### src/rtl/picc_rx_decoder_if.sv
// Receive-side bus between the PICC envelope front end, the decoder and the frame handler.
// The master drives enable/data; the slave (decoder) returns bytes and frame status.
interface picc_rx_decoder_if #(
    parameter int unsigned CNT_W = 5
);
    logic             enable_in;
    logic             data_in;
    logic [7:0]       byte_out;
    logic             byte_valid_out;
    logic             parity_err_out;
    logic             frame_done_out;
    logic [3:0]       partial_bits_out;
    logic [CNT_W-1:0] byte_count_out;
    logic             coding_err_out;
    logic             busy_out;

    modport master (
        output enable_in,
        output data_in,
        input  byte_out,
        input  byte_valid_out,
        input  parity_err_out,
        input  frame_done_out,
        input  partial_bits_out,
        input  byte_count_out,
        input  coding_err_out,
        input  busy_out
    );

    modport slave (
        input  enable_in,
        input  data_in,
        output byte_out,
        output byte_valid_out,
        output parity_err_out,
        output frame_done_out,
        output partial_bits_out,
        output byte_count_out,
        output coding_err_out,
        output busy_out
    );
endinterface

### src/rtl/picc_rx_decoder.sv
// ISO 14443-A PICC->PCD receive decoder: majority-voted Manchester halves, byte assembly,
// odd-parity check, short-frame reporting and coding/overflow error detection.
module picc_rx_decoder #(
    parameter int unsigned SAMPLES_PER_BIT = 16,
    parameter int unsigned MAX_BYTES       = 16,
    parameter int unsigned CNT_W           = $clog2(MAX_BYTES + 1)
) (
    input logic              clk_in,
    input logic              rst_in,
    picc_rx_decoder_if.slave bus
);

    localparam int unsigned HALF = SAMPLES_PER_BIT / 2;
    localparam int unsigned VOTE = HALF / 2;
    localparam int unsigned PH_W = $clog2(SAMPLES_PER_BIT);
    localparam int unsigned HC_W = $clog2(HALF + 1);

    typedef enum logic [2:0] {
        ST_IDLE,
        ST_HUNT,
        ST_SOF,
        ST_DATA,
        ST_QUIET
    } state_t;

    state_t           state_q, state_d;
    logic             sync_q, ds_q;
    logic [PH_W-1:0]  phase_q, phase_d;
    logic [HC_W-1:0]  ones_a_q, ones_a_d;
    logic [HC_W-1:0]  ones_b_q, ones_b_d;
    logic [3:0]       bit_idx_q, bit_idx_d;
    logic [7:0]       shift_q, shift_d;
    logic [7:0]       byte_q, byte_d;
    logic             byte_valid_q, byte_valid_d;
    logic             parity_err_q, parity_err_d;
    logic             frame_done_q, frame_done_d;
    logic             coding_err_q, coding_err_d;
    logic             busy_q, busy_d;
    logic [3:0]       partial_q, partial_d;
    logic [CNT_W-1:0] count_q, count_d;

    logic [HC_W-1:0]  ones_b_total;
    logic             half_a, half_b, last_phase;

    // Two-flop synchronizer for the asynchronous subcarrier-presence input
    always_ff @(posedge clk_in or posedge rst_in) begin
        if (rst_in) begin
            sync_q <= 1'b0;
            ds_q   <= 1'b0;
        end else begin
            sync_q <= bus.data_in;
            ds_q   <= sync_q;
        end
    end

    // Half votes; at the last phase the first half is complete and the second still needs ds
    assign ones_b_total = ones_b_q + HC_W'(ds_q);
    assign half_a       = ones_a_q >= HC_W'(VOTE);
    assign half_b       = ones_b_total >= HC_W'(VOTE);
    assign last_phase   = phase_q == PH_W'(SAMPLES_PER_BIT - 1);

    always_ff @(posedge clk_in or posedge rst_in) begin
        if (rst_in) begin
            state_q      <= ST_IDLE;
            phase_q      <= '0;
            ones_a_q     <= '0;
            ones_b_q     <= '0;
            bit_idx_q    <= '0;
            shift_q      <= '0;
            byte_q       <= '0;
            byte_valid_q <= 1'b0;
            parity_err_q <= 1'b0;
            frame_done_q <= 1'b0;
            coding_err_q <= 1'b0;
            busy_q       <= 1'b0;
            partial_q    <= '0;
            count_q      <= '0;
        end else begin
            state_q      <= state_d;
            phase_q      <= phase_d;
            ones_a_q     <= ones_a_d;
            ones_b_q     <= ones_b_d;
            bit_idx_q    <= bit_idx_d;
            shift_q      <= shift_d;
            byte_q       <= byte_d;
            byte_valid_q <= byte_valid_d;
            parity_err_q <= parity_err_d;
            frame_done_q <= frame_done_d;
            coding_err_q <= coding_err_d;
            busy_q       <= busy_d;
            partial_q    <= partial_d;
            count_q      <= count_d;
        end
    end

    always_comb begin
        state_d      = state_q;
        phase_d      = phase_q;
        ones_a_d     = ones_a_q;
        ones_b_d     = ones_b_q;
        bit_idx_d    = bit_idx_q;
        shift_d      = shift_q;
        byte_d       = byte_q;
        byte_valid_d = 1'b0;
        parity_err_d = 1'b0;
        frame_done_d = 1'b0;
        coding_err_d = 1'b0;
        busy_d       = busy_q;
        partial_d    = partial_q;
        count_d      = count_q;

        if (!bus.enable_in) begin
            state_d   = ST_IDLE;
            phase_d   = '0;
            ones_a_d  = '0;
            ones_b_d  = '0;
            bit_idx_d = '0;
            shift_d   = '0;
            busy_d    = 1'b0;
            partial_d = '0;
            count_d   = '0;
        end else begin
            // Free-running bit timing shared by SOF and DATA
            if (state_q == ST_SOF || state_q == ST_DATA) begin
                if (phase_q < PH_W'(HALF)) begin
                    ones_a_d = ones_a_q + HC_W'(ds_q);
                end else begin
                    ones_b_d = ones_b_q + HC_W'(ds_q);
                end
                phase_d = phase_q + PH_W'(1);
                if (last_phase) begin
                    phase_d  = '0;
                    ones_a_d = '0;
                    ones_b_d = '0;
                end
            end

            case (state_q)
                ST_IDLE: begin
                    state_d = ST_HUNT;
                    phase_d = '0;
                end

                ST_HUNT: begin
                    phase_d  = '0;
                    ones_a_d = '0;
                    ones_b_d = '0;
                    // The detecting cycle is sample 0 of the SOF bit
                    if (ds_q) begin
                        state_d  = ST_SOF;
                        phase_d  = PH_W'(1);
                        ones_a_d = HC_W'(1);
                    end
                end

                ST_SOF: begin
                    if (last_phase) begin
                        if (half_a && !half_b) begin
                            state_d   = ST_DATA;
                            busy_d    = 1'b1;
                            count_d   = '0;
                            bit_idx_d = '0;
                            shift_d   = '0;
                            partial_d = '0;
                        end else begin
                            state_d = ST_HUNT;
                        end
                    end
                end

                ST_DATA: begin
                    if (last_phase) begin
                        if (half_a ^ half_b) begin
                            if (bit_idx_q == 4'd8) begin
                                if (count_q == CNT_W'(MAX_BYTES)) begin
                                    // Overflow: drop the byte and abort the frame
                                    state_d      = ST_QUIET;
                                    frame_done_d = 1'b1;
                                    coding_err_d = 1'b1;
                                    busy_d       = 1'b0;
                                end else begin
                                    byte_valid_d = 1'b1;
                                    byte_d       = shift_q;
                                    parity_err_d = ~((^shift_q) ^ half_a);
                                    count_d      = count_q + CNT_W'(1);
                                    bit_idx_d    = '0;
                                    shift_d      = '0;
                                end
                            end else begin
                                shift_d[bit_idx_q[2:0]] = half_a;
                                bit_idx_d               = bit_idx_q + 4'd1;
                            end
                        end else if (!half_a) begin
                            // End of frame; a whole-byte frame keeps the last byte on byte_out
                            state_d      = ST_HUNT;
                            frame_done_d = 1'b1;
                            busy_d       = 1'b0;
                            partial_d    = bit_idx_q;
                            if (bit_idx_q != 4'd0) begin
                                byte_d = shift_q;
                            end
                        end else begin
                            state_d      = ST_QUIET;
                            frame_done_d = 1'b1;
                            coding_err_d = 1'b1;
                            busy_d       = 1'b0;
                        end
                    end
                end

                ST_QUIET: begin
                    // Require one full bit period of silence before hunting again
                    if (ds_q) begin
                        phase_d = '0;
                    end else if (last_phase) begin
                        state_d = ST_HUNT;
                        phase_d = '0;
                    end else begin
                        phase_d = phase_q + PH_W'(1);
                    end
                end

                default: begin
                    state_d = ST_IDLE;
                end
            endcase
        end
    end

    assign bus.byte_out         = byte_q;
    assign bus.byte_valid_out   = byte_valid_q;
    assign bus.parity_err_out   = parity_err_q;
    assign bus.frame_done_out   = frame_done_q;
    assign bus.partial_bits_out = partial_q;
    assign bus.byte_count_out   = count_q;
    assign bus.coding_err_out   = coding_err_q;
    assign bus.busy_out         = busy_q;

endmodule

### src/flat_wrapper.sv
// flat-port wrapper written by rule: the top's interface ports become plain ports
module picc_rx_decoder_flat 
#(
    parameter int unsigned SAMPLES_PER_BIT = 16,
    parameter int unsigned MAX_BYTES       = 16,
    parameter int unsigned CNT_W           = $clog2(MAX_BYTES + 1)
)
  (clk_in, rst_in, bus_enable_in, bus_data_in, bus_byte_out, bus_byte_valid_out, bus_parity_err_out, bus_frame_done_out, bus_partial_bits_out, bus_byte_count_out, bus_coding_err_out, bus_busy_out);
  picc_rx_decoder_if #(.CNT_W(CNT_W)) bus_i ();
  input logic clk_in;
  input logic rst_in;
  input wire logic [$bits(bus_i.enable_in)-1:0] bus_enable_in;
  input wire logic [$bits(bus_i.data_in)-1:0] bus_data_in;
  output wire logic [$bits(bus_i.byte_out)-1:0] bus_byte_out;
  output wire logic [$bits(bus_i.byte_valid_out)-1:0] bus_byte_valid_out;
  output wire logic [$bits(bus_i.parity_err_out)-1:0] bus_parity_err_out;
  output wire logic [$bits(bus_i.frame_done_out)-1:0] bus_frame_done_out;
  output wire logic [$bits(bus_i.partial_bits_out)-1:0] bus_partial_bits_out;
  output wire logic [$bits(bus_i.byte_count_out)-1:0] bus_byte_count_out;
  output wire logic [$bits(bus_i.coding_err_out)-1:0] bus_coding_err_out;
  output wire logic [$bits(bus_i.busy_out)-1:0] bus_busy_out;
  assign bus_i.enable_in = bus_enable_in;
  assign bus_i.data_in = bus_data_in;
  assign bus_byte_out = bus_i.byte_out;
  assign bus_byte_valid_out = bus_i.byte_valid_out;
  assign bus_parity_err_out = bus_i.parity_err_out;
  assign bus_frame_done_out = bus_i.frame_done_out;
  assign bus_partial_bits_out = bus_i.partial_bits_out;
  assign bus_byte_count_out = bus_i.byte_count_out;
  assign bus_coding_err_out = bus_i.coding_err_out;
  assign bus_busy_out = bus_i.busy_out;
  picc_rx_decoder #(.SAMPLES_PER_BIT(SAMPLES_PER_BIT), .MAX_BYTES(MAX_BYTES), .CNT_W(CNT_W)) u_core (.clk_in(clk_in), .rst_in(rst_in), .bus(bus_i));
endmodule
### config.mk
export PLATFORM = sky130hd
export DESIGN_NAME = picc_rx_decoder_flat
export DESIGN_NICKNAME = d
export VERILOG_FILES = /design/src/rtl/picc_rx_decoder_if.sv /design/src/rtl/picc_rx_decoder.sv /design/src/flat_wrapper.sv
export SDC_FILE = /design/constraint.sdc
export NUM_CORES = 1
export LEC_CHECK = 0
export BUFFER_PORTS_ARGS = -buffer_cell sky130_fd_sc_hd__buf_4
export CORE_ASPECT_RATIO = 1.75
export CORE_UTILIZATION = 25
export CTS_CLUSTER_SIZE = 8
export DETAILED_ROUTE_END_ITERATION = 12
export PLACE_DENSITY_LB_ADDON = 0.1
export RECOVER_POWER = 25
export SLEW_MARGIN = 15
export SYNTH_ARGS = -nofsm -noshare
export SYNTH_HDL_FRONTEND = slang
export SYNTH_SLANG_ARGS = --single-unit
### constraint.sdc
create_clock -name clk_in -period 3.66 [get_ports clk_in]
set_input_delay 0.549 -clock clk_in [delete_from_list [all_inputs] [get_ports clk_in]]
set_output_delay 0.549 -clock clk_in [all_outputs]
set_load 0.02 [all_outputs]
==> reports/results.ini <==
[global_routing]
grt_antenna_before_repair=0
grt_util_all_layers_pct=13.09
grt_start_max_net_pins=33
grt_overflow=0
grt_pass1_wl_mm=11.10
grt_pass1_vias=2168

[routing]
viasPerCell=4.874
met1_length_mm=2.516
drt_first_iter_violations=98
maxUsedRoutingLayer=met4
wire_per_inst_um=16.08
ant_nets=0
vias=2057
firstDrtPassIters=4
met2_length_mm=3.998
drt-total-wl_mm=6.787
met3_length_um=118
drc=0

[pwr]
total_power_mw=1.214
irDropWorstVdd_mv=0.1678
power_leakage_nw=1.472
internal_power_uw=920.9
p_comb_share_pct=6.7
seq_power_share_pct=48.1
net-switching-power_uw=293.5
switching_share_pct=24.17
clkPwrFrac_pct=45.2
p_per_area_mw_per_mm2=377.4

[clock_tree]
htree_levels=2
postCtsHoldBufs=0
clk_pin_slew_ns=0.07
clk_latency_ns=0.30
cts_resized=0
postCtsSetupRepairBufs=0
cts_buffers=5
clock_path_buffers=2
clockRootBuffer=clkbuf_16
cts_sinks=51
cts_tree=yes

[logic_synthesis]
synth-seq-cells=51
yosys_warnings=0
synth_area_leaders=dfrtp_1 (47%), ha_1 (5.5%), mux2_2 (3.7%), nand2_1 (3.4%), o21ai_0 (2.6%)
synthTopCellsByCount=dfrtp_1 (51), nand2_1 (25), nor2_1 (18), o21ai_0 (14)
synth_top_cell_area_share_pct=46.53
syn_inst=269
synth_edf_count=0
synth_flop_cell=dfrtp_1
synth_area_mm2=0.002743
synth_cell_type_count=56
synth.largest_area_cell=dfrtp_1
syn_nets=285
ys_seq_area_share_pct=46.53
synthArstFlopShare_pct=100.0
syn_avg_cell_area_um2=10.20
synth_most_common_cell=dfrtp_1

[worst_setup_path]
critPathRequiredTime_ns=3.88
path_class=flip-flop to flip-flop
cp.arrival_ns=3.39
cp-start-kind=flip-flop
path_delay_family=compound AO/OA/AOI/OAI gates
end_kind=flip-flop
cp_slowest_stage_delay_ns=0.47
path_cells=ha_1 -> ha_1 -> nand3_1 -> o21a_1 -> o22ai_1 -> ha_1 -> nor2_1 -> o31ai_4 -> o21ai_2 -> nor4b_1 -> mux2i_1
timing.critical_path.mode_cell=ha_1
cpMaxStageDelayCell=dfrtp_1
path_max_fanout=11
critPathBufInv=0

[sta]
timing.final.crit_share_pct=86.67
slew_headroom_pct=17.31
whs_ns=0.3499
tns_ns=0
rsz0062_at_grt=false
setup_viol=0
timing_worst_slew_pin_value_ns=1.239
fmax_ghz=0.3152
period_minus_slack_ns=3.172
fin_skew_ns=0.007263
slew_violations=0
hold_violations=0
layout_setup_ws_ns=0.4878

[floorplan]
start_util_pct=25.64
row_count=50
die_x_um=81.18
dieArea_mm2=0.01141
fp.coreArea_mm2=0.01070
die_h_um=140.6
pin_count=26

[finish]
fin_cells=422
utilization_pct=30.08
syn_to_final_growth_pct=17.34
nNetsFinal=307
drive_gt1_share_pct=17.81
antenna_cells=0
design_area_mm2=0.003218

[flow_run]
cap_viol_max_count=0

[placement]
port_buffers=25
gp_congestion=0.7575
placed_area_mm2=0.003047
hpwl_mm=5.223
dp_cells=414
place_ws_ns=0.4301

[hold_path]
hp-class=flip-flop to flip-flop

[outcome]
outcome=finished clean

sequential cells by signal, summed over array words and instances (netlist names):
name                         count
u_core.bit_idx_q                 4
u_core.bus.busy_out              1
u_core.bus.byte_count_out        5
u_core.bus.byte_out              8
u_core.bus.byte_valid_out        1
u_core.bus.coding_err_out        1
u_core.bus.frame_done_out        1
u_core.bus.parity_err_out        1
u_core.bus.partial_bits_out      4
u_core.ds_q                      1
u_core.ones_a_q                  4
u_core.ones_b_q                  4
u_core.phase_q                   4
u_core.shift_q                   8
u_core.state_q                   3
u_core.sync_q                    1
cell type report:
type	count	area (um^2)
well taps	130	162.7
inverters	10	37.54
flip-flops and latches	51	1276
fillers	1138	7480
clock buffers	5	125.1
multi-input cells	197	1375
clock inverters	3	46.29
repair buffers	26	195.2
cells by family (layout without fill, tap and decap cells):
family,count (synthesis),count (layout),share of synthesized area [%]
mux,15,15,5.885
compound gates,62,62,16.47
fa+ha+maj,12,12,5.474
flops,51,51,46.53
simple gates,95,95,18.16
buf+inv,21,44,3.330
xor+xnor,13,13,4.151
placed cells by master (no fill, tap or decap), types with 7 or more instances in the layout:
master,netlist,routed
ha_1,12,12
a21oi_1,8,8
nand3_1,12,12
o21ai_0,14,14
nor2_1,18,18
mux2_2,9,9
buf_4,0,24
dfrtp_1,51,51
inv_1,10,10
nand2_1,25,25
xor2_1,7,7
per-layer routing:
metal  vias up  global-route usage, %
met5         -                      0
met4         0                  5.733
met3         8                  1.954
met2        22                  25.43
met1      1011                  12.99
li1       1016                      -
power by group through the flow:
stage               sequential (mW)  clock, mW  combinational, mW
detailed placement            0.595          0             0.0857
global route                  0.587      0.591             0.0935
global placement              0.596          0             0.0854
CTS                           0.584      0.574             0.0857
finish                        0.584      0.548             0.0818
floorplan                     0.587          0             0.0671
path summary, 6_finish.rpt:
path                                          from                                    endpoint  slack [ns]  depth (start not counted)
max                          u_core.ds_q$_DFF_PP0_               u_core.shift_q[5]$_DFFE_PP0P_        0.49                         11
min reg2reg                u_core.sync_q$_DFF_PP0_                       u_core.ds_q$_DFF_PP0_        0.35                          0
max reg2reg                  u_core.ds_q$_DFF_PP0_               u_core.shift_q[5]$_DFFE_PP0P_        0.49                         11
min                        u_core.sync_q$_DFF_PP0_                       u_core.ds_q$_DFF_PP0_        0.35                          0
min in group asynchronous                   rst_in  u_core.bus.partial_bits_out[0]$_DFFE_PP0P_        0.59                          2
max in group asynchronous                   rst_in         u_core.bus.byte_valid_out$_DFF_PP0_        2.15                          3
No activity file was read; power rests on OpenSTA's default activity.
